===== src/rtl/mem_access_ctrl.sv =====
// Memory access sequencer: MAR load, read/write strobe with a ready wait and timeout,
// then an MDR capture for reads. Moore FSM, so every output decodes from state alone.
module mem_access_ctrl #(
  parameter int unsigned MIN_WAIT = 2,
  parameter int unsigned TIMEOUT  = 16
) (
  input  logic       clock,
  input  logic       clear,
  input  logic       req,
  input  logic       we,
  input  logic       mem_ready,
  output logic       MARin,
  output logic       MDRin,
  output logic       read,
  output logic       mem_rd,
  output logic       mem_wr,
  output logic       busy,
  output logic       done,
  output logic       error,
  output logic [2:0] state_dbg
);

  // Handshake: req is sampled only in IDLE; one accepted req yields exactly one
  // done pulse (with error on timeout). req while busy is dropped, never queued.

  typedef enum logic [2:0] {
    IDLE     = 3'd0,
    LOAD_MAR = 3'd1,
    ACCESS   = 3'd2,
    CAPTURE  = 3'd3,
    DONE     = 3'd4,
    ABORT    = 3'd5
  } state_t;

  localparam logic [7:0] MIN_WAIT_C = 8'(MIN_WAIT);
  localparam logic [7:0] LAST_C     = 8'(TIMEOUT - 1);

  state_t     state;
  state_t     state_next;
  logic [7:0] wait_cnt;
  logic       we_q;
  logic       ready_ok;
  logic       timed_out;

  assign ready_ok  = (wait_cnt >= MIN_WAIT_C) && mem_ready;
  assign timed_out = (wait_cnt == LAST_C);
  assign state_dbg = state;

  always_ff @(posedge clock or posedge clear) begin
    if (clear) begin
      state <= IDLE;
    end else begin
      state <= state_next;
    end
  end

  // Counter restarts in LOAD_MAR so it reads 0 in the first ACCESS cycle.
  always_ff @(posedge clock or posedge clear) begin
    if (clear) begin
      wait_cnt <= 8'd0;
      we_q     <= 1'b0;
    end else begin
      if (state == IDLE && req) begin
        we_q <= we;
      end
      if (state == LOAD_MAR) begin
        wait_cnt <= 8'd0;
      end else if (state == ACCESS && wait_cnt != 8'hFF) begin
        wait_cnt <= wait_cnt + 8'd1;
      end
    end
  end

  always_comb begin
    state_next = state;
    case (state)
      IDLE:     if (req) state_next = LOAD_MAR;
      LOAD_MAR: state_next = ACCESS;
      ACCESS: begin
        if (ready_ok) begin
          state_next = we_q ? DONE : CAPTURE;
        end else if (timed_out) begin
          state_next = ABORT;
        end
      end
      CAPTURE:  state_next = DONE;
      DONE:     state_next = IDLE;
      ABORT:    state_next = IDLE;
      default:  state_next = IDLE;
    endcase
  end

  always_comb begin
    MARin  = 1'b0;
    MDRin  = 1'b0;
    read   = 1'b0;
    mem_rd = 1'b0;
    mem_wr = 1'b0;
    busy   = (state != IDLE);
    done   = 1'b0;
    error  = 1'b0;
    case (state)
      LOAD_MAR: MARin = 1'b1;
      ACCESS: begin
        mem_rd = ~we_q;
        mem_wr = we_q;
      end
      // Strobe stays up so Mdatain is still valid while the MDR loads.
      CAPTURE: begin
        read   = 1'b1;
        MDRin  = 1'b1;
        mem_rd = 1'b1;
      end
      DONE:  done = 1'b1;
      ABORT: begin
        done  = 1'b1;
        error = 1'b1;
      end
      default: ;
    endcase
  end

endmodule


===== config.mk =====
export PLATFORM = sky130hd
export DESIGN_NAME = mem_access_ctrl
export DESIGN_NICKNAME = d
export VERILOG_FILES = /design/src/rtl/mem_access_ctrl.sv
export SDC_FILE = /design/constraint.sdc
export NUM_CORES = 1
export LEC_CHECK = 0
export CAP_MARGIN = 20
export CORE_UTILIZATION = 52
export DETAILED_ROUTE_END_ITERATION = 10
export PLACE_DENSITY = 0.82
export SYNTH_ARGS = -nofsm -noshare
export SYNTH_HDL_FRONTEND = slang
export SYNTH_SLANG_ARGS = --single-unit

===== constraint.sdc =====
create_clock -name clock -period 2.9 [get_ports clock]
set_clock_uncertainty 0.15 [all_clocks]
set_input_delay 0.58 -clock clock [delete_from_list [all_inputs] [get_ports clock]]
set_output_delay 0.58 -clock clock [all_outputs]
set_load 0.005 [all_outputs]

==> Word level (Yosys, flattened, before mapping) <==
Index checks and enable logic that the tools add are counted.
{ "classes": {"n_reduce_logical": 8, "div": 0, "n_mux": 13, "addsub": 1, "n_eq_ne": 9, "n_lt_le_gt_ge": 1, "n_bitwise": 1, "shifts": 0, "mul": 0} }
{ "op_table": {"columns": ["operator", "count"], "rows": [
  ["8-bit two-way mux", 2],
  ["3-bit two-way mux", 4],
  ["3-bit case mux with 4 select lines", 1],
  ["8-bit by 1-bit adder with 8-bit output (second input constant)", 1],
  ["8-bit by 4-bit == test with 1-bit output (second input constant)", 1],
  ["8-bit by 2-bit >= comparator with 1-bit output (second input constant)", 1],
  ["8-bit inequality test (second input constant)", 1],
  ["3-bit by 2-bit == test with 1-bit output (second input constant)", 2],
  ["3-bit == test (second input constant)", 2],
  ["1-bit two-way mux", 5],
  ["3-bit by 1-bit == test with 1-bit output (second input constant)", 1],
  ["1-bit logical AND", 3],
  ["3-bit zero test", 1],
  ["3-bit inequality test (second input constant)", 1],
  ["3-bit nonzero test", 1],
  ["2-bit inequality test (second input constant)", 1],
  ["1-bit case mux with 2 select lines", 1],
  ["2-bit AND reduction", 1],
  ["2-bit nonzero test", 1],
  ["2-bit OR reduction", 1],
  ["1-bit inverter", 1]
]} }
{ "word_totals": {"regBits": 12, "in_bits": 5, "mem_bits_rw": 0, "latchBits": 0, "romBits": 0, "mem_count": 0} }

==> Longest topological paths before layout <==
{ "logic_depth": {"depth_word": 4, "depth_mapped": 6} }

==> Worst setup path after synthesis <==
OpenSTA, ideal clock, no wires.
{ "synth_path": {"kind": "reg2out", "startpoint": "reg state[0], in the netlist state_dbg[0]", "endpoint": "out MARin", "slack_ns": 0.994, "t_required_ns": 2.170, "stages_incl_launch_ff": 4, "n_path_buf": 0, "arrival_ns": 1.176, "path_cell_list": "dfrtp_1 > inv_1 > or3_2 > inv_2"} }
{ "synth_between": {"elab_chain_len": 2} }
{ "synth_lines": {"columns": ["element", "line_no", "text"], "rows": [
  ["from (decl)", "38", "state_t state;"],
  ["from (signal assigned)", "53", "state <= state_next;"],
  ["3-bit by 1-bit == test with 1-bit output", "102", "case (state)"],
  ["1-bit two-way mux", "102", null],
  ["to (decl)", "12", "output logic MARin,"]
]} }
Every way passes these cells.

==> Worst setup path after layout <==
Ends and elaborated chain as after synthesis.

==> flow_summary.ini <==
[synthesis]
synth.distinct_cells = 35
yosysWarnings = 0
synthMuxAreaShare = 0.05631
synthXorXnorAreaFrac = 0.01195
yosysTopAreaCellShare = 0.4096
ys_ff_latch = 12
synthesis.instances = 75
synth_compound_area_frac = 0.1502
synth_area_leaders = dfrtp_1 (41%), mux2i_1 (4.1%), nand2_1 (4.1%)
avgSynthCellArea_um2 = 9.776
synth-adder-area-share = 0.03413
synth_nets = 82
synth_top_family_by_area = simple AND/OR/NAND/NOR gates
synth-seq-area-share = 0.4096
yosys.area.top_type = dfrtp_1
syn_area_um2 = 733.2
synthSimpleGateAreaFrac = 0.3020

[outcome]
run_status = finished, final reports clean

[drt]
finalWirelength_mm = 1.514
wl_per_cell_um = 14.02
vias_per_cell = 5.852
drt_iter0_markers = 14
firstDrtPassIters = 4
drtAntennaViolNets = 0
num_vias = 632
route.detailed.drc = 0

[die]
fp-row-count = 13
die-width_um = 39.55
die_area_um2 = 1564
start_util = 0.5635
ioPinCount = 16
core_area_um2 = 1301
die_h_um = 39.55

[cells_and_area]
layout_commonest_cell = clkdlybuf4s50_1
final_cell_mix = clkdlybuf4s50_1 (15), dfrtp_1 (12), nand2_1 (8)
finalNonFillerCells = 108
antenna_cells = 0
final_nets = 101
syn_to_final_growth_pct = 26.96
drive_above_1_share = 0.1505

[placement]
dp_worst_setup_slack_ns = 0.4263
dp_cells = 104
post-dp-hpwl_mm = 1.134
globalplace.congestion = 0.8448
io_buffers = 15

[grt]
grtUsageMet2 = 0.3361
antenna_found_initial = 0
grt_pass1_vias = 553
grt.overflow.total = 0
grt_util_met1 = 0.3250
grt_max_degree = 13
grt_pass1_wl_mm = 2.470
grt_use_total = 0.2536
top_usage_layer = met2
met3_usage = 0.08523

[critical_path]
worst-path-max-fanout = 8
path_class = flop to output pin
crit_path_end_kind = output pin
crit_start = state_dbg[0]
timing.rr.start = wait_cnt[0]
startpoint_type = flop
arrival_ns = 2.06
crit_required_ns = 2.17

[sta]
rsz0062_at_grt = false
finalCriticalPeriod_ns = 2.786
fmax_ghz = 0.3590
setup_slack_ns = 0.1144
tns_ns = 0
slew_violations = 0
setup_violations = 0
worst_pin_slew_ns = 0.4392
final-hold-violation-count = 0
fin_hold_ws_ns = 0.4055
fin_crit_sh = 0.9605
slew-limit-headroom = 0.7066

[flow_run]
cap_violations = 0

[clock_network]
cts_buffers = 3
cts_resized = 0
clock_latency_ns = 0.28
cts_tree = built
clock-root-buffer = clkbuf_4
htree_levels = 1
postCtsHoldBufs = 0
ctsLongestPathBuffers = 2
cts_setup_buffers = 0
clk_pin_slew_worst_paths_ns = 0.07
clock_sink_count = 12

[power_and_ir_drop]
vdd_ir_drop_max_uv = 622.2
power_density_nw_per_um2 = 868.2
cellLeakagePower_nw = 0.4100

[worst_hold_path]
worstHoldStart = wait_cnt[4]
min_path_type = flop to flop
-- final timing paths --
kind                           endpoint  slack, ns  depth (start not counted)
max                               MARin       0.11                          4
min                         wait_cnt[4]       0.41                          1
max reg2reg                state_dbg[1]       0.90                          6
min reg2reg                 wait_cnt[4]       0.41                          1
max in group asynchronous   wait_cnt[1]       1.85                          2
min in group asynchronous   wait_cnt[2]       0.45                          2
-- report_power, final --
part	total [mW]	internal (mW)	switching, mW
Sequential	0.287	0.212	0.0755
Clock	0.132	0.0766	0.0556
Combinational	0.389	0.215	0.174
Total	0.808	0.503	0.305
-- state kept, by name, summed over array words and instances, names as in the netlist --
signal     cells
state_dbg      3
wait_cnt       8
we_q           1
-- stage by stage --
stage	total power, mW	instance area [um2]	utilization
after floorplan	0.5134	733.2	-
after global placement	0.6672	894.6	0.6875
after detailed placement	0.6792	894.6	0.6875
after CTS	0.8153	930.9	0.7154
after global routing	0.8701	930.9	0.7154
final	0.8082	930.9	0.7154
-- cells in the mapped netlist, drive strengths merged --
master and number:
and4 2, inv 5, a311oi 1, a311o 1, a41o 1, a41oi 1, and2b 1, nor3b 2
and2 1, or2b 1, buf 1, nand2 8, a221oi 1, dfrtp 12, mux2i 3, a211oi 1
or3b 1, nand4 2, xnor2 1, mux2 1, nor3 5, and3 2, ha 2, nand3 1
or3 1, a21oi 3, nor2 6, a31oi 2, nand2b 2, o21ai 1, nor4 3
-- critical path: stages (launching register included) --
cell and delay (ns):
dfrtp_1 0.45, inv_1 0.11, or3_2 0.53, inv_2 0.16, clkdlybuf4s50_1 0.52
-- layer usage --
layer,wire [um],vias to the layer above
met1,687,293
met5,0,-
met4,60,0
met2,705,14
li1,-,318
met3,61,7
-- layout make-up --
type | count | area, um2
inverters | 5 | 18.77
flip-flops and latches | 12 | 300.3
fillers | 101 | 370.4
well taps | 15 | 18.77
multi-input cells | 57 | 406.6
repair buffers | 15 | 150.1
clock buffers | 4 | 36.28
-- cell families (layout without fill, tap and decap cells) --
group | count (synthesis) | count (layout)
fa+ha+maj | 2 | 2
xor+xnor | 1 | 1
flops | 12 | 12
simple gates | 38 | 38
mux | 4 | 4
compound gates | 12 | 12
buf+inv | 6 | 24
Power figures use the tool's default switching activity.
